<file path="src/rtl/led_sweep_decoder.sv">
// led_sweep_decoder: locks onto an 8-LED ping-pong sweep and recovers its index and direction.
// Define LED_SWEEP_DECODER_ERRCNT_EN to add the saturating o_err_count output.
module led_sweep_decoder #(
  parameter int unsigned LOCK_COUNT = 2
) (
  input  logic       i_clk,
  input  logic       i_reset,
  input  logic [7:0] i_led,
  output logic       o_locked,
  output logic [3:0] o_index,
  output logic       o_dir,
`ifdef LED_SWEEP_DECODER_ERRCNT_EN
  output logic [7:0] o_err_count,
`endif
  output logic       o_err
);

  localparam int unsigned LED_W    = 8;
  localparam int unsigned POS_W    = 3;
  localparam int unsigned IDX_W    = 4;
  localparam int unsigned STREAK_W = 3;
  localparam logic [IDX_W-1:0] IDX_LAST = IDX_W'(14);
  localparam logic [IDX_W-1:0] IDX_TURN = IDX_W'(8);

  typedef enum logic {ST_SEARCH, ST_LOCKED} state_t;

  state_t              state;
  logic [STREAK_W-1:0] streak;
  logic [POS_W-1:0]    p_prev;
  logic                prev_valid;

  logic                is_blank_c;
  logic                is_valid_c;
  logic [POS_W-1:0]    pos_c;
  logic                adjacent_c;
  logic [STREAK_W-1:0] streak_inc_c;
  logic                lock_hit_c;
  logic                lock_dir_c;
  logic [IDX_W-1:0]    lock_index_c;
  logic [IDX_W-1:0]    next_idx_c;
  logic [LED_W-1:0]    exp_pattern_c;
  logic                match_c;
  logic                err_event_c;

  // Classify the sample and locate the lit bit.
  always_comb begin
    is_blank_c = (i_led == '0);
    is_valid_c = !is_blank_c && ((i_led & (i_led - LED_W'(1))) == '0);
    pos_c      = '0;
    for (int i = 0; i < int'(LED_W); i++) begin
      if (i_led[i]) pos_c = POS_W'(i);
    end
  end

  // Streak bookkeeping while searching; compare in 4 bits so 7/0 never look adjacent.
  always_comb begin
    adjacent_c   = prev_valid &&
                   ((IDX_W'(pos_c) == IDX_W'(p_prev) + IDX_W'(1)) ||
                    (IDX_W'(p_prev) == IDX_W'(pos_c) + IDX_W'(1)));
    streak_inc_c = streak + STREAK_W'(1);
    lock_hit_c   = adjacent_c && (streak_inc_c == STREAK_W'(LOCK_COUNT));
    lock_dir_c   = (pos_c > p_prev);
    if (pos_c == POS_W'(0))
      lock_index_c = IDX_W'(1);
    else if (pos_c == POS_W'(7))
      lock_index_c = IDX_W'(8);
    else if (lock_dir_c)
      lock_index_c = IDX_W'(pos_c) + IDX_W'(1);
    else
      lock_index_c = IDX_W'(15) - IDX_W'(pos_c);
  end

  // Pattern expected for the next sweep index while locked.
  always_comb begin
    next_idx_c = (o_index == IDX_LAST) ? IDX_W'(1) : o_index + IDX_W'(1);
    if (next_idx_c <= IDX_TURN)
      exp_pattern_c = LED_W'(1) << POS_W'(next_idx_c - IDX_W'(1));
    else
      exp_pattern_c = LED_W'(1) << POS_W'(IDX_W'(15) - next_idx_c);
    match_c     = (i_led == exp_pattern_c);
    err_event_c = (state == ST_LOCKED) && !is_blank_c && !match_c;
  end

  always_ff @(posedge i_clk or posedge i_reset) begin
    if (i_reset) begin
      state      <= ST_SEARCH;
      streak     <= '0;
      p_prev     <= '0;
      prev_valid <= 1'b0;
      o_locked   <= 1'b0;
      o_index    <= '0;
      o_dir      <= 1'b1;
      o_err      <= 1'b0;
    end else begin
      o_err <= 1'b0;
      if (!is_blank_c) begin
        unique case (state)
          ST_SEARCH: begin
            if (is_valid_c) begin
              p_prev     <= pos_c;
              prev_valid <= 1'b1;
              if (lock_hit_c) begin
                state    <= ST_LOCKED;
                o_locked <= 1'b1;
                o_index  <= lock_index_c;
                o_dir    <= lock_dir_c;
                streak   <= '0;
              end else if (adjacent_c) begin
                streak <= streak_inc_c;
              end else begin
                streak <= '0;
              end
            end else begin
              streak     <= '0;
              prev_valid <= 1'b0;
            end
          end
          ST_LOCKED: begin
            if (err_event_c) begin
              state      <= ST_SEARCH;
              o_locked   <= 1'b0;
              o_index    <= '0;
              o_err      <= 1'b1;
              streak     <= '0;
              prev_valid <= is_valid_c;
              if (is_valid_c) p_prev <= pos_c;
            end else begin
              o_index <= next_idx_c;
              o_dir   <= (next_idx_c <= IDX_TURN);
            end
          end
        endcase
      end
    end
  end

`ifdef LED_SWEEP_DECODER_ERRCNT_EN
  // Counts alongside the o_err pulse and sticks at all-ones.
  always_ff @(posedge i_clk or posedge i_reset) begin
    if (i_reset)
      o_err_count <= '0;
    else if (err_event_c && (o_err_count != 8'hFF))
      o_err_count <= o_err_count + 8'd1;
  end
`endif

endmodule

</file>
<file path="config.mk">
export PLATFORM = sky130hd
export DESIGN_NAME = led_sweep_decoder
export DESIGN_NICKNAME = d
export VERILOG_FILES = /design/src/rtl/led_sweep_decoder.sv
export SDC_FILE = /design/constraint.sdc
export NUM_CORES = 1
export LEC_CHECK = 0
export BUFFER_PORTS_ARGS = -buffer_cell sky130_fd_sc_hd__clkbuf_2
export CORE_ASPECT_RATIO = 0.9
export CORE_MARGIN = 5
export CORE_UTILIZATION = 45
export DETAILED_ROUTE_END_ITERATION = 12
export GPL_TIMING_DRIVEN = 1
export SYNTH_ARGS = -nofsm -noshare
export SYNTH_HDL_FRONTEND = slang
export SYNTH_SLANG_ARGS = --single-unit
</file>
<file path="constraint.sdc">
create_clock -name i_clk -period 3.2 [get_ports i_clk]
set_clock_uncertainty 0.2 [all_clocks]
set_input_delay 0.32 -clock i_clk [delete_from_list [all_inputs] [get_ports i_clk]]
set_output_delay 0.32 -clock i_clk [all_outputs]
set_load 0.03 [all_outputs]
</file>
After elaboration in Yosys (flattened, before gate mapping)
Index checks and enable logic that the tools add are counted.
{ "word_totals": {"regBits": 15, "latchBits": 0, "ram_bits": 0, "mem_bits_ro": 0, "input_bits": 10, "out_inout_bits": 7, "elab_cells": 90, "n_memories": 0} }
{ "classes": {"add_sub_neg": 8, "mul": 0, "div_mod_pow": 0, "n_lt_le_gt_ge": 2, "n_eq_ne": 10, "shift": 2, "muxes": 42, "bitwise": 3, "n_reduce_logical": 15} }
{ "op_table": {"columns": ["operator", "n"], "rows": [
  ["$mux 3", 11],
  ["$mux 4", 7],
  ["$logic_not 8->1", 2],
  ["$shl 1x3->8 const A", 2],
  ["$mux 1", 15],
  ["$pmux 3 s2", 2],
  ["$add 3x1->4 const B", 2],
  ["$and 8x8->8", 1],
  ["$eq 3x4->1", 2],
  ["$eq 8x8->1", 1],
  ["$mux 8", 1],
  ["$pmux 1 s2", 4],
  ["$pmux 4 s2", 1],
  ["$reduce_and 4->1", 2],
  ["$sub 8x1->8 const B", 1],
  ["$ne 2x2->1 const B", 3],
  ["$logic_and 1x1->1", 5],
  ["$add 4x1->4 const B", 1],
  ["$eq 4x4->1 const B", 1],
  ["$le 4x4->1 const B", 1],
  ["$sub 4x3->4 const A", 1],
  ["$add 3x1->3 const B", 1],
  ["$eq 3x2->1 const B", 1],
  ["$eq 3x3->1 const B", 1],
  ["other kinds (11)", 13]
]} }

Longest topological paths before layout
Gate-level depths: netlist (run 1).
{ "logic_depth": {"word_depth": 15, "ltp_mapped": 14, "ltp_nobuf": 14} }

Least setup slack after synthesis (run 1)
OpenSTA, ideal clock, no wires.
{ "synth_path": {"path_type": "input port to flip-flop", "from": "in i_led[5]", "to": "reg o_index[0]", "t_arrival_ns": 2.413, "t_required_ns": 2.875, "setup_slack_ns": 0.462, "cell_stages": 10, "path_buffers": 1, "path_cell_list": "clkbuf_1 -> o31a_1 -> inv_2 -> ha_1 -> ha_1 -> xor2_1 -> nor4_1 -> a31o_4 -> a41oi_4 -> mux2_4"} }
{ "synth_between": {"elab_chain_cells": 10, "word_cells_on_any_way": 34, "classes_between": "add/sub (3); order compare (1); eq/ne (6); mux (10); bitwise (2); reduce/logical (12)"} }
{ "synth_rtl": {"columns": ["element", "line", "rtl"], "rows": [
  ["start: declaration", "8", "input logic [7:0] i_led,"],
  ["$mux 3 (*) (3 in a row)", "51", "if (i_led[i]) pos_c = POS_W'(i);"],
  ["via pos_c[1]", "34", "logic [POS_W-1:0] pos_c;"],
  ["$gt 3x3->1 / $add 3x1->4 (equally long branches)", "62, 59", null],
  ["$mux 4 / $eq 3x4->1 (equally long branches)", "67, 59", null],
  ["$mux 4 / $logic_or 1x1->1 (equally long branches)", "65, 58", null],
  ["$mux 4 / $logic_and 1x1->1 (equally long branches)", "63, 57", null],
  ["$mux 4 / $logic_and 1x1->1 (equally long branches)", "102, 61", null],
  ["$mux 4 / $ne 2x2->1 (equally long branches)", null, null],
  ["$pmux 4 s2 / $reduce_and 3->1 (equally long branches)", null, null],
  ["end signal: assignment", "105", "o_index <= lock_index_c;"],
  ["end signal: assignment", "128", "o_index <= next_idx_c;"],
  ["end: declaration", "10", "output logic [3:0] o_index,"]
]} }
The timed path passes the listed nets; every way through them passes the cells marked *. The select of a mux whose other input is x is not followed.
A chain may end at the register's enable or synchronous reset.

Worst setup path in the final report (run 1)
{ "layout_path": {"from": "reg o_index[1]", "to": "reg p_prev[0]"} }
{ "layout_between": {"elab_chain_cells": 10, "word_cells_on_any_way": 14, "classes_between": "add/sub (3); order compare (1); eq/ne (3); shift (2); mux (2); reduce/logical (3)"} }
{ "layout_rtl": {"columns": ["element", "line", "rtl"], "rows": [
  ["$add 4x1->4 / $eq 4x4->1 (equally long branches)", "75", "next_idx_c = (o_index == IDX_LAST) ? IDX_W'(1) : o_index + IDX_W'(1);"],
  ["$mux 4 (*)", "75", null],
  ["$sub 3x3->3 / $sub 3x1->3 (equally long branches)", "79, 77", null],
  ["$shl 1x3->8 (on tied branches)", "79, 77", null],
  ["$mux 8 (*)", "76", "if (next_idx_c <= IDX_TURN)"],
  ["$eq 8x8->1 (*)", "80", "match_c = (i_led == exp_pattern_c);"],
  ["$logic_not 1->1 (*)", "81", "err_event_c = (state == ST_LOCKED) && !is_blank_c && !match_c;"],
  ["$logic_and 1x1->1 (*)", "81", null],
  ["$ne 2x1->1 (no source line) (*)", null, null],
  ["$reduce_and 2->1 (no source line) (*)", null, null],
  ["end signal: assignment", "100", "p_prev <= pos_c;"],
  ["end signal: assignment", "126", "if (is_valid_c) p_prev <= pos_c;"],
  ["end: declaration", "29", "logic [POS_W-1:0] p_prev;"]
]} }
Every way passes the cells marked *; elsewhere a longest branch is shown, timed or not.

==> results of run 1 <==
==> flip-flops by register name, summed over array words and instances (netlist names) <==
signal      cells
state           1
o_locked        1
prev_valid      1
streak          3
p_prev          3
o_dir           1
o_index         4
o_err           1
==> how the worst max path moves through the flow <==
stage	slack, ns	start	depth (start not counted)	to
after floorplan	0.46	i_led[5]	10	o_index[0]
after global placement	0.27	i_led[2]	13	o_index[0]
after detailed placement	0.20	i_led[2]	13	o_index[0]
after CTS	0.45	o_index[1]	7	p_prev[0]
after global routing	0.27	o_index[0]	6	p_prev[0]
final	0.45	o_index[1]	7	p_prev[0]
==> timing repair <==
| item | CTS | global route |
|---|---|---|
| hold buffers | 1 | 0 |
| gates resized for setup | 0 | 0 |
| hold endpoints to repair | 14 | 0 |
==> routing by layer <==
layer / wire length, µm / vias up / track usage (%)
met1: 1630 / 642 / 19.8
met4: 37 / 0 / 3.76
met2: 1480 / 21 / 24.5
li1: - / 669 / -
met3: 104 / 4 / 3.21
met5: 0 / - / 0
==> power by group <==
group,internal (mW),switching (mW)
registers,0.213,0.0459
logic,0.143,0.170
clock network,0.0860,0.0603
==> kinds of logic (layout without fill, tap and decap cells) <==
logic type / count (synthesis) / in the layout / synth area share (%)
multiplexers: 6 / 6 / 4.59
XOR/XNOR: 7 / 7 / 4.02
AND/OR/NAND/NOR: 56 / 56 / 23.5
buffers and inverters: 26 / 41 / 8.36
AO/OA/AOI/OAI: 53 / 53 / 27.5
flip-flops: 15 / 15 / 24.7
adder cells (fa/ha/maj): 9 / 9 / 7.38
==> worst reg2reg max path, stage by stage, from the launching register on <==
cell and delay, ns:
dfrtp_1 0.58, or3_1 0.45, a2111oi_2 0.30, a221o_1 0.19, o2111ai_2 0.20, a21oi_4 0.28
nor2b_2 0.12, mux2_4 0.31
==> area by class of cell <==
cell class,count,share of cell area [%]
clock buffers,3,2.45
clock inverters,1,0.297
inverters,15,3.34
multi-input cells,131,60.7
flip-flops and latches,15,22.4
well taps,44,3.27
repair buffers,22,7.58
==> synthesized netlist by cell type, drive strengths merged, types with 2 or more instances <==
cell type and number:
nand2 5, nor4 5, nand4 2, clkbuf 2, nor2 8, o31ai 4, buf 9, xor2 2
a21o 3, dfrtp 14, mux2 2, o31a 2, o22ai 4, nor4bb 2, nand3 5, nor2b 6
inv 15, o32a 2, xnor2 5, nor3b 3, a41oi 2, and2 2, ha 9, nand2b 7
a2111oi 4, mux2i 4, a21oi 14, nor3 3, o21ai 6
==> reports/results.tsv, run 1 <==
metric	value	unit
Rows	20	
status	finished clean	
P_leak	0.701	nW
Fillers	307	
pre-CTS WS	0.202	ns
Top FF cell, synth	dfrtp_1	
total routed wirelength	3250	µm
Critical Path RT	3.13	ns
CP Buf/Inv Count	0	
most common cell after layout, fill and taps aside	clkbuf_2	
# clock sinks	15	
Post-Synthesis Cell Area	0.00153	mm²
Ports	17	
final instance area	0.00168	mm²
Hold WC Path Type	reg -> reg	
die area	0.00466	mm²
Slew headroom	61.8	%
Cells on Worst Hold Path	2	
Pre-antenna DRT Iters	4	
Setup TNS Final	0	ns
Synth top area share	23.0	%
Seq/Total Area, Yosys	24.7	%
Critical Path AT	2.68	ns
sequential cell area	377	µm²
CP Class	reg -> reg	
Period minus WS final	2.75	ns
Pwr Density	427	mW/mm²
Setup crit end kind	register	
vias per cell	5.78	
Post-synth EDFFs	0	
worst reg2reg path depth	7	
endpoints failing setup	0	
PortBufs	16	
most frequent cells in the layout	clkbuf_2 (16), dfrtp_1 (14), inv_1 (13), a21oi_1 (13), ha_1 (9)	
top cells by area, synth	dfrtp_1 (23%), ha_1 (7.4%), a21oi_1 (4.3%), inv_1 (3.2%), nand2b_1 (2.9%)	
clock root cell	clkbuf_8	
overall power	0.719	mW
worst vdd ir	0.236	mV
core area	0.00333	mm²
count of cell types in the netlist	60	
Starting Density	45.9	%
Placement Cell Area	0.00163	mm²
first-pass GRT wire length	5660	µm
RD Place Congestion	0.832	
fin nets	207	
DR WL/cell	14.1	µm
placed cell count	226	
chip height	65.3	µm
cell count after synthesis	172	
asr flop ratio synth	100	%
drt first-iter violations	78	
fmax	363	MHz
layout cells sized above 1	21.9	%
R2R Path End	p_prev[0]	
RSZ-0062 raised after global routing	false	
Crit Path Max Fanout	18	
number of global-route vias before repair	1266	
Seq cells post-synth	15	
GRT Total Usage	14.9	%
Top delay family on crit path	compound AO/OA/AOI/OAI gates	
synth warn	0	
Die Wd	71.4	µm
Area growth syn-to-layout	10.3	%
hold worst-path end	o_dir	
setup bufs post-CTS	0	
largest net degree at the start of global routing	20	
CTS buffer count	3	
clk_lat worst skew	0.24	ns
clock buffer depth	2	
worst hold slack	0.295	ns
CTS tree	built	
worst min-delay path startpoint	o_dir	
Slew Limit Fails	0	
Max-Cap Viols	0	
CP peak stage delay	0.58	ns
initial antenna violation count	0	
DP HPWL	2520	µm
synthesized area per cell	8.87	µm²
final core occ	50.6	%
DRC	0	
Max stage delay cell, worst path	dfrtp_1	
CP Launch Type	register	
min setup slack post-route	0.446	ns
CP cell instances	or3_1, a2111oi_2, a221o_1, o2111ai_2, a21oi_4, nor2b_2, mux2_4	
Final Hold Viols	0	
Synth Net Count	191	
worst r2r src	o_index[1]	
total grt overflow	0	
Final ANT Viol Nets	0	
R2R setup slack	0.45	ns
# diodes	0	
Least-Margin Pin Slew	0.559	ns
detailed-route via count	1336	
final std cells w/o fill	231	
multi-input logic area	0.00102	mm²
Tcrit/Tclk final	86.1	%
clk slew on worst S/H paths	0.06	ns
CTS H-tree lvls	1	
post-synth top area cell	dfrtp_1	
Note: power is estimated with default switching activity, not from simulation.
==> run 2, diff against run 1 <==
--- a/config.mk
+++ b/config.mk
@@ -6,11 +6,15 @@
 export NUM_CORES = 1
 export LEC_CHECK = 0
 export BUFFER_PORTS_ARGS = -buffer_cell sky130_fd_sc_hd__clkbuf_2
+export CELL_PAD_IN_SITES_DETAIL_PLACEMENT = 1
+export CELL_PAD_IN_SITES_GLOBAL_PLACEMENT = 1
 export CORE_ASPECT_RATIO = 0.9
 export CORE_MARGIN = 5
 export CORE_UTILIZATION = 45
+export CTS_BUF_LIST = sky130_fd_sc_hd__clkbuf_8
 export DETAILED_ROUTE_END_ITERATION = 12
-export GPL_TIMING_DRIVEN = 1
+export GPL_TIMING_DRIVEN = 0
+export PLACE_DENSITY_LB_ADDON = 0.1
 export SYNTH_ARGS = -nofsm -noshare
 export SYNTH_HDL_FRONTEND = slang
 export SYNTH_SLANG_ARGS = --single-unit
==> run 2 against run 1 <==
Compared with the run above:
- non-clock buffer count rose by 3
- core utilization rose by 0.86 points
- via count increased by 3.7%
- sequential share of layout area shrank 0.38 points
- clock power rose by 5%
- critical path depth increased by 4
- cell count grew 1.3%
- global-route usage grew 3.1 points
- power increased by 3.2%
- flip-flop and latch count unchanged
- critical endpoint is now o_index[2]
- largest cell class unchanged
==> reports/results.tsv, run 2 (synthesis results as in run 1) <==
metric	value	unit	change
status	finished clean		
# clock sinks	15		unchanged
CP Class	in -> reg		
CP Launch Type	input pin		
Final ANT Viol Nets	0		unchanged
total grt overflow	0		unchanged
GRT Total Usage	18.0	%	+3.1 points
total routed wirelength	3860	µm	+19%
Critical Path AT	2.83	ns	+0.15 ns
DP HPWL	3020	µm	+20%
RSZ-0062 raised after global routing	false		
clock root cell	clkbuf_8		
# diodes	0		unchanged
CTS H-tree lvls	1		unchanged
RD Place Congestion	0.857		+3.0%
layout cells sized above 1	22.6	%	+0.71 points
core area	0.00333	mm²	unchanged
Area growth syn-to-layout	12.2	%	
Hold WC Path Type	reg -> reg		
Tcrit/Tclk final	89.5	%	+3.4 points
Slew Limit Fails	0		unchanged
Pwr Density	433	mW/mm²	+1.5%
chip height	65.3	µm	unchanged
drt first-iter violations	86		+10%
fin nets	210		+1.4%
Setup TNS Final	0	ns	unchanged
Pre-antenna DRT Iters	4		unchanged
min setup slack post-route	0.335	ns	-0.110 ns
pre-CTS WS	-0.101	ns	-0.303 ns
Final Hold Viols	0		unchanged
clk slew on worst S/H paths	0.06	ns	about the same
PortBufs	12		-4
P_leak	0.713	nW	+1.7%
worst vdd ir	0.279	mV	+18%
endpoints failing setup	0		unchanged
CTS buffer count	3		unchanged
Ports	17		unchanged
Period minus WS final	2.86	ns	+0.110 ns
worst reg2reg path depth	7		unchanged
Setup crit end kind	register		
Crit Path Max Fanout	9		-9
die area	0.00466	mm²	unchanged
clk_lat worst skew	0.25	ns	about the same
clock buffer depth	2		unchanged
most common cell after layout, fill and taps aside	dfrtp_1		
initial antenna violation count	0		unchanged
Slew headroom	63.9	%	+2.1 points
Critical Path RT	3.16	ns	+0.03 ns
Die Wd	71.4	µm	unchanged
Cells on Worst Hold Path	2		unchanged
largest net degree at the start of global routing	16		-20%
CTS tree	built		
most frequent cells in the layout	dfrtp_1 (14), inv_1 (13), a21oi_1 (13)		
Starting Density	45.9	%	unchanged
vias per cell	5.92		+2.3%
Least-Margin Pin Slew	0.528	ns	-0.0313 ns
DR WL/cell	16.5	µm	+17%
number of global-route vias before repair	1452		+15%
first-pass GRT wire length	6780	µm	+20%
Max-Cap Viols	0		unchanged
DRC	0		unchanged
fmax	349	MHz	-3.8%
Rows	20		unchanged
final core occ	51.5	%	+0.86 points
top flop regs	o_index (4), p_prev (3), streak (3)		
number of flip-flops under the largest register name	4		unchanged
Largest Register	o_index		
detailed-route via count	1385		+3.7%
-- run 2: cell count changes in the layout (fill, tap and decap cells not counted) --
cell / before / now
a32oi_2: 0 / 1
buf_2: 0 / 6
clkbuf_2: 16 / 12
clkbuf_1: 0 / 2
a32oi_1: 1 / 0
buf_4: 5 / 1
buf_6: 0 / 3
-- run 2: worst paths after layout --
kind / from / to / slack, ns
max reg2reg: o_index[1] / p_prev[0] / 0.57
min in group asynchronous: i_reset / o_index[2] / 0.47
min reg2reg: o_dir / o_dir / 0.32
min: o_dir / o_dir / 0.32
max: i_led[5] / o_index[2] / 0.34
max in group asynchronous: i_reset / o_dir / 1.96
-- run 2: where the power goes --
group          internal (mW)  switching, mW
combinational          0.146          0.200
clock                 0.0862         0.0669
sequential             0.214         0.0288
total                  0.446          0.296
-- run 2: worst max-delay path: stages --
cell and delay [ns]:
clkbuf_1 0.31, o31a_1 0.31, inv_2 0.09, ha_1 0.31, nor2b_1 0.13, o21ai_0 0.09, a32oi_2 0.32, mux2i_1 0.12
a2111oi_0 0.53, a41oi_1 0.10, o22ai_1 0.19
-- run 2: stage by stage --
stage	hold slack [ns]	std cells	instance area (µm²)	power [mW]
final	0.315	234	1710	0.742
after global routing	0.351	234	1710	0.789
after CTS	0.260	233	1700	0.740
after detailed placement	0.183	228	1640	0.582
after global placement	0.174	228	1640	0.570
after floorplan	0.0208	172	1530	0.503
-- run 2: routing by layer --
layer	vias up	part of all wire (%)	GRT usage (%)
met5	-	0	0
met4	0	0.41	2.11
met3	3	3.1	2.91
met2	18	47	30.8
met1	686	50	24.5
li1	678	-	-
-- run 2: final cells by class --
type / count / area, µm²
clock buffer: 3 / 41.3
buffer: 11 / 71.3
clock inverter: 1 / 5.00
sequential: 15 / 377
fill: 402 / 1620
timing repair buffer: 14 / 77.6
tap: 44 / 55.1
multi-input combinational: 131 / 1030
inverter: 15 / 56.3
-- run 2: timing repair --
item	CTS	global route
resized for setup	0	1
hold buffers	1	0
buffers inserted	0	1
hold endpoints to repair	14	0
setup endpoints to repair	0	2
